===== config.mk =====
export PLATFORM = sky130hd
export DESIGN_NAME = cga_tty_writer_flat
export DESIGN_NICKNAME = d
export VERILOG_FILES = /design/src/rtl/cga_tty_writer_if.sv /design/src/rtl/cga_tty_writer.sv /design/src/flat_wrapper.sv
export SDC_FILE = /design/constraint.sdc
export NUM_CORES = 1
export LEC_CHECK = 0
export BUFFER_PORTS_ARGS = -buffer_cell sky130_fd_sc_hd__buf_2
export CAP_MARGIN = 20
export CORE_ASPECT_RATIO = 0.7
export CORE_MARGIN = 2
export CORE_UTILIZATION = 40
export CTS_CLUSTER_SIZE = 10
export DETAILED_ROUTE_END_ITERATION = 16
export PLACE_DENSITY = 0.63
export SKIP_LAST_GASP = 1
export SYNTH_ARGS = -nofsm -noshare
export SYNTH_HDL_FRONTEND = slang
export SYNTH_SLANG_ARGS = --single-unit

===== constraint.sdc =====
create_clock -name clock_25 -period 2.6 [get_ports clock_25]
set_input_delay 0.13 -clock clock_25 [delete_from_list [all_inputs] [get_ports clock_25]]
set_output_delay 0.13 -clock clock_25 [all_outputs]
set_load 0.01 [all_outputs]

===== src/rtl/cga_tty_writer_if.sv =====
// Byte-stream handshake into the CGA teletype writer.
// The console drives the master side and the writer takes the slave side.
interface cga_tty_writer_if;
   logic       in_valid;
   logic [7:0] in_data;
   logic       in_ready;
   logic [7:0] attr;
   logic       clear;

   modport master (output in_valid, output in_data, output attr, output clear, input in_ready);
   modport slave  (input in_valid, input in_data, input attr, input clear, output in_ready);
endinterface


===== src/rtl/cga_tty_writer.sv =====
// Teletype-style writer into the 80x25 CGA text RAM: prints bytes at the cursor,
// handles CR/LF/BS, scrolls the screen up by one row and clears the screen.
module cga_tty_writer #(
   parameter int unsigned COLS     = 80,
   parameter int unsigned ROWS     = 25,
   parameter int unsigned ADDR_W   = 12,
   parameter logic [7:0]  DEF_ATTR = 8'h07
) (
   input  logic                clock_25,
   input  logic                reset_n,
   cga_tty_writer_if.slave     tty,
   output logic [ADDR_W-1:0]   vram_address,
   output logic [15:0]         vram_wdata,
   output logic                vram_we,
   input  logic [15:0]         vram_rdata,
   output logic [6:0]          cursor_x,
   output logic [4:0]          cursor_y,
   output logic                busy
);

   localparam logic [ADDR_W-1:0] LAST_CELL     = ADDR_W'(COLS * ROWS - 1);
   localparam logic [ADDR_W-1:0] LAST_SCROLL   = ADDR_W'((ROWS - 1) * COLS - 1);
   localparam logic [ADDR_W-1:0] LAST_COL_IDX  = ADDR_W'(COLS - 1);
   localparam logic [ADDR_W-1:0] LAST_ROW_BASE = ADDR_W'((ROWS - 1) * COLS);
   localparam logic [ADDR_W-1:0] ROW_STRIDE    = ADDR_W'(COLS);
   localparam logic [6:0]        MAX_X         = 7'(COLS - 1);
   localparam logic [4:0]        MAX_Y         = 5'(ROWS - 1);
   localparam logic [7:0]        CH_CR         = 8'h0D;
   localparam logic [7:0]        CH_LF         = 8'h0A;
   localparam logic [7:0]        CH_BS         = 8'h08;
   localparam logic [7:0]        CH_SPACE      = 8'h20;

   typedef enum logic [2:0] {
      S_CLEAR_ALL,
      S_IDLE,
      S_PUT,
      S_SCROLL_RD,
      S_SCROLL_WR,
      S_CLEAR_LINE
   } state_t;

   state_t              state;
   logic [ADDR_W-1:0]   idx;
   logic [7:0]          attr_q;
   logic [7:0]          char_q;
   logic                we_q;
   logic [ADDR_W-1:0]   addr_q;
   logic [15:0]         wdata_q;
   logic                pass_q;
   logic [ADDR_W-1:0]   cell_addr;

   assign tty.in_ready = (state == S_IDLE) && !tty.clear;
   assign cell_addr    = ADDR_W'(cursor_y) * ROW_STRIDE + ADDR_W'(cursor_x);

   // Scroll writes land the cycle the read data returns, so the data word bypasses the register.
   assign vram_we      = we_q;
   assign vram_address = addr_q;
   assign vram_wdata   = pass_q ? vram_rdata : wdata_q;
   assign busy         = (state != S_IDLE);

   always_ff @(posedge clock_25 or negedge reset_n) begin
      if (!reset_n) begin
         state    <= S_CLEAR_ALL;
         idx      <= '0;
         attr_q   <= DEF_ATTR;
         char_q   <= '0;
         cursor_x <= '0;
         cursor_y <= '0;
         we_q     <= 1'b0;
         addr_q   <= '0;
         wdata_q  <= '0;
         pass_q   <= 1'b0;
      end else begin
         we_q   <= 1'b0;
         pass_q <= 1'b0;
         case (state)
            S_CLEAR_ALL: begin
               we_q    <= 1'b1;
               addr_q  <= idx;
               wdata_q <= {attr_q, CH_SPACE};
               if (idx == LAST_CELL) begin
                  idx      <= '0;
                  cursor_x <= '0;
                  cursor_y <= '0;
                  state    <= S_IDLE;
               end else begin
                  idx <= idx + ADDR_W'(1);
               end
            end
            S_IDLE: begin
               if (tty.clear) begin
                  attr_q <= tty.attr;
                  idx    <= '0;
                  state  <= S_CLEAR_ALL;
               end else if (tty.in_valid) begin
                  char_q <= tty.in_data;
                  attr_q <= tty.attr;
                  state  <= S_PUT;
               end
            end
            S_PUT: begin
               state <= S_IDLE;
               case (char_q)
                  CH_CR: cursor_x <= '0;
                  CH_LF: begin
                     if (cursor_y < MAX_Y) begin
                        cursor_y <= cursor_y + 5'd1;
                     end else begin
                        idx   <= '0;
                        state <= S_SCROLL_RD;
                     end
                  end
                  CH_BS: begin
                     if (cursor_x != '0) cursor_x <= cursor_x - 7'd1;
                  end
                  default: begin
                     we_q    <= 1'b1;
                     addr_q  <= cell_addr;
                     wdata_q <= {attr_q, char_q};
                     if (cursor_x < MAX_X) begin
                        cursor_x <= cursor_x + 7'd1;
                     end else begin
                        cursor_x <= '0;
                        if (cursor_y < MAX_Y) begin
                           cursor_y <= cursor_y + 5'd1;
                        end else begin
                           idx   <= '0;
                           state <= S_SCROLL_RD;
                        end
                     end
                  end
               endcase
            end
            S_SCROLL_RD: begin
               addr_q <= idx + ROW_STRIDE;
               state  <= S_SCROLL_WR;
            end
            S_SCROLL_WR: begin
               we_q   <= 1'b1;
               addr_q <= idx;
               pass_q <= 1'b1;
               if (idx == LAST_SCROLL) begin
                  idx   <= '0;
                  state <= S_CLEAR_LINE;
               end else begin
                  idx   <= idx + ADDR_W'(1);
                  state <= S_SCROLL_RD;
               end
            end
            S_CLEAR_LINE: begin
               we_q    <= 1'b1;
               addr_q  <= LAST_ROW_BASE + idx;
               wdata_q <= {attr_q, CH_SPACE};
               if (idx == LAST_COL_IDX) begin
                  idx      <= '0;
                  cursor_y <= MAX_Y;
                  state    <= S_IDLE;
               end else begin
                  idx <= idx + ADDR_W'(1);
               end
            end
            default: state <= S_IDLE;
         endcase
      end
   end

endmodule


===== src/flat_wrapper.sv =====
// flat-port wrapper written by rule: the top's interface ports become plain ports
module cga_tty_writer_flat 
#(
   parameter int unsigned COLS     = 80,
   parameter int unsigned ROWS     = 25,
   parameter int unsigned ADDR_W   = 12,
   parameter logic [7:0]  DEF_ATTR = 8'h07
)
  (clock_25, reset_n, vram_address, vram_wdata, vram_we, vram_rdata, cursor_x, cursor_y, busy, tty_in_valid, tty_in_data, tty_attr, tty_clear, tty_in_ready);
  cga_tty_writer_if tty_i ();
  input  logic clock_25;
  input  logic reset_n;
  output logic [ADDR_W-1:0] vram_address;
  output logic [15:0] vram_wdata;
  output logic vram_we;
  input  logic [15:0] vram_rdata;
  output logic [6:0] cursor_x;
  output logic [4:0] cursor_y;
  output logic busy;
  input wire logic [$bits(tty_i.in_valid)-1:0] tty_in_valid;
  input wire logic [$bits(tty_i.in_data)-1:0] tty_in_data;
  input wire logic [$bits(tty_i.attr)-1:0] tty_attr;
  input wire logic [$bits(tty_i.clear)-1:0] tty_clear;
  output wire logic [$bits(tty_i.in_ready)-1:0] tty_in_ready;
  assign tty_i.in_valid = tty_in_valid;
  assign tty_i.in_data = tty_in_data;
  assign tty_i.attr = tty_attr;
  assign tty_i.clear = tty_clear;
  assign tty_in_ready = tty_i.in_ready;
  cga_tty_writer #(.COLS(COLS), .ROWS(ROWS), .ADDR_W(ADDR_W), .DEF_ATTR(DEF_ATTR)) u_core (.clock_25(clock_25), .reset_n(reset_n), .tty(tty_i), .vram_address(vram_address), .vram_wdata(vram_wdata), .vram_we(vram_we), .vram_rdata(vram_rdata), .cursor_x(cursor_x), .cursor_y(cursor_y), .busy(busy));
endmodule

### Yosys cells after proc, flatten, opt, wreduce, memory -nomap -nowiden

Index checks and enable logic that the tools add are counted.
W data, S select, Z words.

* add/subtract/negate cells: 7
* multipliers: 1
* div/mod/pow operators: 0
* order comparisons: 2
* equal/unequal tests: 21
* shift-type cells: 0
* mux-type cells: 38
* bitwise operators: 1
* reduce and logical (&&, ||, !) cells: 23

Operator list (count)
* $mux W12: 7
* $pmux W12 S5: 1
* $pmux W12 S4: 1
* $mux W16: 2
* $pmux W16 S2: 1
* $eq A12 B11 Y1 const B: 2
* $eq A8 B4 Y1 const B: 3
* $pmux W12 S2: 1
* $mux W7: 3
* $pmux W7 S3: 1
* $mux W5: 4
* $pmux W3 S6: 1
* $mux W8: 2
* $mux W3: 5
* $pmux W5 S3: 1
* $pmux W7 S2: 1
* $add A11 B12 Y12 const A: 1
* $add A12 B1 Y12 const B: 1
* $add A12 B7 Y12: 1
* $add A12 B7 Y12 const B: 1
* $eq A12 B7 Y1 const B: 1
* $pmux W5 S2: 1
* $mul A5 B3 Y8 const B: 1
* $ne A2 B2 Y1 const B: 4
* 31 further kinds: 46

* register bits after elaboration: 73
* bits in latches: 0
* RAM bits: 0
* bits in read-only memories: 0
* input port bits: 36
* output and inout bits: 43
* logic and storage cells: 103
* memories: 0

### Depth between registers and ports, before layout

Gate-level depths: netlist of run 1.

* depth after elaboration: 5
* mapped depth: 9
* gate-level depth less buffers: 9

### Least setup slack after synthesis of run 1

Ideal clock, no wire load.

* path type: register to register
* start point: register u_core.cursor_y[1]
* end point: register u_core.addr_q[10] (netlist: u_core.vram_address[10])
* setup time: 0.119 ns
* arrival time: 2.132 ns
* required time: 2.481 ns
* slack: 0.350 ns
* stages on the path, launching flop included: 10
* buffers on the path: 0
* period minus slack after synthesis: 2.250 ns
* cell sequence: dfrtp_1 -> ha_1 -> ha_1 -> fa_1 -> xor2_1 -> nand3_1 -> nor2_1 -> xnor2_1 -> o21ai_0 -> o21a_1

* word-level cells in the longest chain between the ends: 4

Ends and longest elaborated chain
* start: declaration: RTL line cga_tty_writer.sv:17 `output logic [4:0] cursor_y,`
* start signal: assignment: RTL line cga_tty_writer.sv:107 `cursor_y <= cursor_y + 5'd1;`
* start signal: assignment: RTL line cga_tty_writer.sv:125 `cursor_y <= cursor_y + 5'd1;`
* $mul A5 B3 Y8: RTL line cga_tty_writer.sv:53 `assign cell_addr = ADDR_W'(cursor_y) * ROW_STRIDE + ADDR_W'(cursor_x);`
* $add A12 B7 Y12: RTL line cga_tty_writer.sv:53
* $mux W12: RTL line cga_tty_writer.sv:103 `case (char_q)`
* $pmux W12 S4: RTL line cga_tty_writer.sv:76 `case (state)`
* end signal: assignment: RTL line cga_tty_writer.sv:79 `addr_q <= idx;`
* end signal: assignment: RTL line cga_tty_writer.sv:118 `addr_q <= cell_addr;`
* end signal: assignment: RTL line cga_tty_writer.sv:135 `addr_q <= idx + ROW_STRIDE;`
* end: declaration: RTL line cga_tty_writer.sv:47 `logic [ADDR_W-1:0] addr_q;`

Every way passes these cells. The select of a mux whose other input is x is not followed.
A chain may end at the register's enable or synchronous reset.

### Worst setup path after layout of run 1

* start point: register u_core.cursor_y[0]
* end point: register u_core.addr_q[11] (netlist: u_core.vram_address[11])

The elaborated chain is that of the path after synthesis.

==> results of run 1 <==
flip-flops by register name, indices dropped and copies added (netlist names):
name and flops:
u_core.wdata_q 16, u_core.idx 12, u_core.vram_address 12, u_core.attr_q 8, u_core.char_q 8, u_core.cursor_x 7, u_core.cursor_y 5, u_core.state 3
u_core.pass_q 1, u_core.vram_we 1
cell type report:
type,instances,area (um^2)
inverters,14,52.6
flip-flops and latches,73,1830
clock buffers,9,225
repair buffers,100,563
multi-input cells,398,2680
fillers,1141,6010
clock inverters,7,83.8
well taps,157,196
metrics by stage:
step / power (mW) / cell area, um^2
5_1_grt: 2.63 / 5630
6_report: 2.55 / 5630
3_5_place_dp: 1.27 / 5310
4_1_cts: 2.58 / 5630
2_1_floorplan: 1.21 / 4740
3_3_place_gp: 1.26 / 5310
final timing paths:
| path | from | endpoint | slack (ps) | depth (start not counted) |
|---|---|---|---|---|
| worst min-delay path | tty_attr[6] | u_core.attr_q[6] | 10 | 2 |
| min in group asynchronous | reset_n | u_core.vram_address[10] | 460 | 2 |
| worst max-delay path | u_core.cursor_y[0] | u_core.vram_address[11] | 280 | 8 |
| worst min register to register | u_core.vram_address[7] | u_core.vram_address[7] | 490 | 2 |
| max in group asynchronous | reset_n | u_core.char_q[3] | 1500 | 2 |
| worst max register to register | u_core.cursor_y[0] | u_core.vram_address[11] | 280 | 8 |
kinds of logic after synthesis:
| kind of cell | share of synthesized area |
|---|---|
| XOR/XNOR | 0.0259 |
| adder cells (fa/ha/maj) | 0.0560 |
| multiplexers | 0.104 |
| AND/OR/NAND/NOR | 0.179 |
| buffers and inverters | 0.0473 |
| flip-flops | 0.386 |
| AO/OA/AOI/OAI | 0.201 |
cell usage after synthesis, types with 4 or more instances:
library cell  count  share of area
a211oi_1          4         0.0063
a21o_1            6         0.0095
a21oi_1          30          0.032
a22o_1            4         0.0074
a31oi_1           9          0.012
and2_1            4         0.0053
buf_2             6         0.0063
buf_6             4         0.0095
clkbuf_1         10         0.0079
clkbuf_8          4          0.012
dfrtp_1          70           0.37
ha_1             18          0.048
inv_1            14          0.011
mux2_2           42           0.10
nand2_1          75          0.059
nand2b_1          4         0.0053
nand3_1          11          0.012
nand3b_1          6         0.0095
nand4_1           4         0.0053
nor2_1           39          0.031
nor2b_1           4         0.0053
nor3_1           13          0.014
o21a_1            7          0.011
o21ai_0          35          0.037
o22ai_1           4         0.0053
o31ai_1           5         0.0079
xnor2_1           8          0.015
xor2_1            6          0.011
placed cells by master, fill, tap and decap left out, types with 5 or more instances in the layout:
cell	n
a21o_1	6
nand3b_1	6
dfrtp_1	70
o21a_1	7
a21oi_1	30
nand2_1	75
mux2_2	42
buf_2	77
o21ai_0	35
inv_1	14
ha_1	18
buf_4	21
a31oi_1	9
nor3_1	13
clkbuf_16	9
o31ai_1	5
xnor2_1	8
nor2_1	39
nand3_1	11
xor2_1	6
what timing repair did:
action,4_1_cts,5_1_grt
hold buffers,2,0
resized for setup,0,0
hold endpoints to repair,71,0
critical path: stages, from the launching register on:
cell	delay (ps)
dfrtp_1	470
ha_1	240
ha_1	210
fa_1	420
xor2_1	260
nand3_1	130
nor2_1	120
a221oi_1	90
o32ai_1	270
where the power goes:
group	switching, mW	internal, mW	leakage (nW)	total, mW
combinational	0.0475	0.0376	1.55	0.0852
clock	0.538	0.761	0.149	1.30
sequential	0.00998	1.15	0.955	1.16
total	0.595	1.95	2.65	2.55
per-layer routing:
| metal | wire [um] | vias to the layer above | GRT usage |
|---|---|---|---|
| met5 | 0 | - | 0 |
| met4 | 189 | 0 | 0.0588 |
| met3 | 995 | 24 | 0.0601 |
| met2 | 5300 | 166 | 0.309 |
| met1 | 6210 | 2052 | 0.301 |
| li1 | - | 2031 | - |
==> run_results.csv, run 1 <==
group,metric,value,unit
outcome,status,"completed",
timing,slew_headroom,0.365,
grt,grt_pass1_vias,3980,
yosys,syn_avg_cell_area,9.29,um^2
place,hpwlAfterDp,9390,um
layout,drive_gt1_frac,0.300,
worst_setup_path,endpoint_kind,"flop",
clock_tree,root_buffer,"clkbuf_16",
drt,drc,0,
grt,grt-ovfl-total,0,
clock_tree,clkLatencyLatePin,350,ps
layout,utilization,0.484,
place,globalplace.congestion,0.888,
die,fp.dieH,95.1,um
clock_tree,cts_setup_buffers,0,
die,fp.dieArea,12700,um^2
place,portBuffers,78,
timing,fin_setup_tns,0,ps
yosys,synthCells,510,
power_and_ir_drop,ir_drop,0.304,mV
die,coreArea,11600,um^2
die,die_x,134,um
yosys,synth-seq-area-share,0.386,
layout,fin_cells,758,
worst_setup_path,arrival,2550,ps
drt,avgViaCountPerCell,5.64,
worst_setup_path,worstPathRequired,2830,ps
min_path,worstHoldPathType,"primary input to flop",
yosys,yosys_warnings,0,
drt,wl_per_cell,16.7,um
clock_tree,clk_path_buf_depth,2,
die,initial_core_util,0.407,
layout,final_nets,652,
die,ioPinCount,79,
yosys,async_flop_share,1.00,
drt,wl,12700,um
power_and_ir_drop,p_per_area,452,nW/um^2
grt,antenna_found_initial,0,
clock_tree,cts_tree,"built",
yosys,synthFlopType,"dfrtp_1",
timing,report.final.slew_viol_count,0,
timing,layout_worst_path_cycle_share,0.892,
flow_run,max-cap-violations,0,
yosys,synth_edf_count,0,
timing,rsz0062_at_grt,"no",
die,num_rows,33,
drt,num_vias,4273,
timing,fmax,0.431,GHz
timing,hold_ws,11.1,ps
layout,n_antenna_cell,0,
place,placedCellCount,740,
yosys,synth_area,4740,um^2
timing,setup_viol,0,
timing,worstMarginPinSlew,953,ps
clock_tree,cts_sinks,73,
drt,ant_nets,0,
timing,period_needed,2320,ps
timing,skew,11.8,ps
clock_tree,cts_made_buffers,9,
place,pre_cts_ws,322,ps
timing,finalHoldViolations,0,
yosys,ys_ff_latch,73,
clock_tree,path_clk_slew,70,ps
power_and_ir_drop,leakagePower,2.65,nW
drt,drt-initial-drc-count,305,
worst_setup_path,cp-start-kind,"flop",
yosys,syn_nets,566,
grt,grtUsageTotal,0.209,
worst_setup_path,setup.worst_path.class,"flop to flop",
timing,worst_slack,281,ps
layout,syn_to_final_growth,18.9,%
grt,grt_pass1_wl,20700,um
yosys,synth_cell_type_count,72,
drt,first_pass_iters,5,
grt,grt_max_degree,74,
worst_setup_path,worstPathMaxFanout,7,
clock_tree,cts_max_level,3,
Note: power is estimated with default switching activity, not from simulation.
==> run 2: changes to the inputs <==
--- a/config.mk
+++ b/config.mk
@@ -12,6 +12,7 @@
 export CORE_UTILIZATION = 40
 export CTS_CLUSTER_SIZE = 10
 export DETAILED_ROUTE_END_ITERATION = 16
+export MAX_ROUTING_LAYER = met4
 export PLACE_DENSITY = 0.63
 export SKIP_LAST_GASP = 1
 export SYNTH_ARGS = -nofsm -noshare
==> run 2 against run 1 <==
  * Wire length up 2.2%
  * Worst setup slack worse by 62 ps
  * Register-to-register slack worse by 60 ps
  * Fmax down 2.6%
  * Critical path type unchanged
  * Critical endpoint is now u_core.cursor_x[6]
  * Highest routed layer unchanged
==> run_results.csv, run 2 (synthesized netlist as in run 1, its figures left out) <==
group,metric,value,unit
timing,fmax,0.420,GHz
power_and_ir_drop,pwr-share-seq,0.475,
clock_tree,cts_tree,"built",
worst_setup_path,max_stage_delay,600,ps
timing,skew,13.4,ps
timing,fin_setup_tns,0,ps
clock_tree,cts_max_level,3,
grt,grt-ovfl-total,0,
layout,n_antenna_cell,0,
power_and_ir_drop,swShare,0.238,
die,num_rows,33,
power_and_ir_drop,netSwitchingPower,0.581,mW
drt,first_pass_iters,5,
layout,max_flop_register,"u_core.wdata_q",
clock_tree,clk_path_buf_depth,2,
timing,worst_slack,218,ps
worst_setup_path,reg2reg_setup_slack,220,ps
worst_setup_path,worstPathRequired,2850,ps
clock_tree,post_cts_resized,0,
drt,wl,13000,um
flow_run,max-cap-violations,0,
clock_tree,cts_made_buffers,9,
timing,setup_viol,0,
place,place_area,5320,um^2
timing,hold_ws,14.9,ps
grt,grtUsageTotal,0.223,
clock_tree,cts_sinks,73,
layout,mostFrequentLayoutCell,"buf_2",
die,die_x,134,um
drt,drc,0,
die,fp.dieArea,12700,um^2
clock_tree,root_buffer,"clkbuf_16",
worst_setup_path,cp-start-kind,"flop",
power_and_ir_drop,p_per_area,436,nW/um^2
clock_tree,cts_setup_buffers,0,
drt,ant_nets,0,
power_and_ir_drop,internal_power,1.87,mW
layout,seqCellArea,1830,um^2
power_and_ir_drop,power_frac_comb,0.035,
layout,stdcell_area,5610,um^2
worst_setup_path,worstPathCellList,"nor3_1 -> nand3_1 -> o41ai_1 -> o22ai_1 -> o21ai_0",
die,fp.dieH,95.1,um
grt,antenna_found_initial,0,
timing,finalHoldViolations,0,
die,initial_core_util,0.407,
worst_setup_path,setup.worst_path.class,"flop to flop",
die,ioPinCount,79,
clock_tree,path_clk_slew,70,ps
place,portBuffers,78,
outcome,status,"completed",
worst_setup_path,endpoint_kind,"flop",
layout,multi_input_area,2680,um^2
layout,n_fill_cell,1137,
power_and_ir_drop,ir_drop,0.307,mV
timing,slew_headroom,0.352,
die,coreArea,11600,um^2
grt,grt_pass1_vias,4163,
worst_setup_path,cp_slowest_cell,"nor3_1",
power_and_ir_drop,clkPwrFrac,0.491,
drt,avgViaCountPerCell,5.67,
grt,grt_max_degree,74,
timing,layout_worst_path_cycle_share,0.916,
clock_tree,clkLatencyLatePin,340,ps
timing,rsz0062_at_grt,"no",
power_and_ir_drop,leakagePower,2.64,nW
worst_setup_path,worstPathMaxFanout,9,
min_path,worstHoldPathType,"primary input to flop",
drt,drt-initial-drc-count,295,
place,pre_cts_ws,285,ps
timing,period_needed,2380,ps
layout,largest_reg_flops,16,
layout,drive_gt1_frac,0.301,
power_and_ir_drop,finalPower,2.45,mW
drt,wl_per_cell,17.1,um
layout,final_cell_mix,"buf_2 (77), nand2_1 (75), dfrtp_1 (70), mux2_2 (42), nor2_1 (39)",
place,globalplace.congestion,0.893,
grt,grt_pass1_wl,21500,um
layout,syn_to_final_growth,18.5,%
timing,report.final.slew_viol_count,0,
worst_setup_path,arrival,2640,ps
timing,worstMarginPinSlew,972,ps
drt,num_vias,4307,
layout,final_nets,653,
place,hpwlAfterDp,9530,um
## run 2: cell types whose count changed in the layout (fill, tap and decap cells not counted)
| cell | previous run | this run |
|---|---|---|
| buf_4 | 21 | 23 |
| clkinvlp_4 | 1 | 3 |
| inv_6 | 3 | 1 |
| bufinv_16 | 1 | 0 |
| clkbuf_1 | 0 | 1 |
| clkbuf_8 | 0 | 1 |
| dlygate4sd3_1 | 2 | 1 |
| inv_8 | 1 | 0 |
## run 2: area by class of cell
cell class              instances  area share
clock inverters                 5     0.00713
multi-input cells             398       0.478
flip-flops and latches         73       0.326
well taps                     157      0.0350
clock buffers                  11      0.0432
inverters                      14     0.00936
repair buffers                101       0.101
## run 2: path summary, 6_finish.rpt
kind	cells after the start	from	to
min in group asynchronous	2	reset_n	u_core.vram_address[10]
worst min register to register	1	u_core.attr_q[5]	u_core.attr_q[5]
worst min-delay path	2	tty_in_data[3]	u_core.char_q[3]
worst max register to register	5	u_core.char_q[1]	u_core.cursor_x[6]
worst max-delay path	5	u_core.char_q[1]	u_core.cursor_x[6]
max in group asynchronous	2	reset_n	u_core.idx[11]
## run 2: layer usage
metal,track usage,part of all wire,vias to the layer above
li1,-,-,2028
met1,0.316,0.50,2122
met2,0.326,0.42,148
met3,0.0500,0.073,9
met4,0.0518,0.0076,0
met5,-,0,-
## run 2: critical path: cells and delay by family, from the launching register on
kind            cells  cell delay, ps
simple gates        2            1040
flops               1             460
compound gates      3             780
## run 2: repair_timing
| item | CTS | global route |
|---|---|---|
| endpoints found under the hold margin | 70 | 0 |
| hold buffers | 1 | 0 |
| setup endpoints to repair | 0 | 0 |
## run 2: power groups by stage
| stage | Combinational, mW | Clock [mW] | Sequential, mW |
|---|---|---|---|
| after floorplan | 0.0289 | 0 | 1.18 |
| after detailed placement | 0.0847 | 0 | 1.18 |
| after global routing | 0.0963 | 1.29 | 1.16 |
| after CTS | 0.0864 | 1.23 | 1.16 |
| final | 0.0852 | 1.20 | 1.16 |
| after global placement | 0.0827 | 0 | 1.18 |
## run 2: metrics by stage
stage / utilization / instances
finish: 0.482 / 759
global route: 0.482 / 759
CTS: 0.482 / 759
detailed placement: 0.457 / 742
global placement: 0.457 / 742
floorplan: - / 510
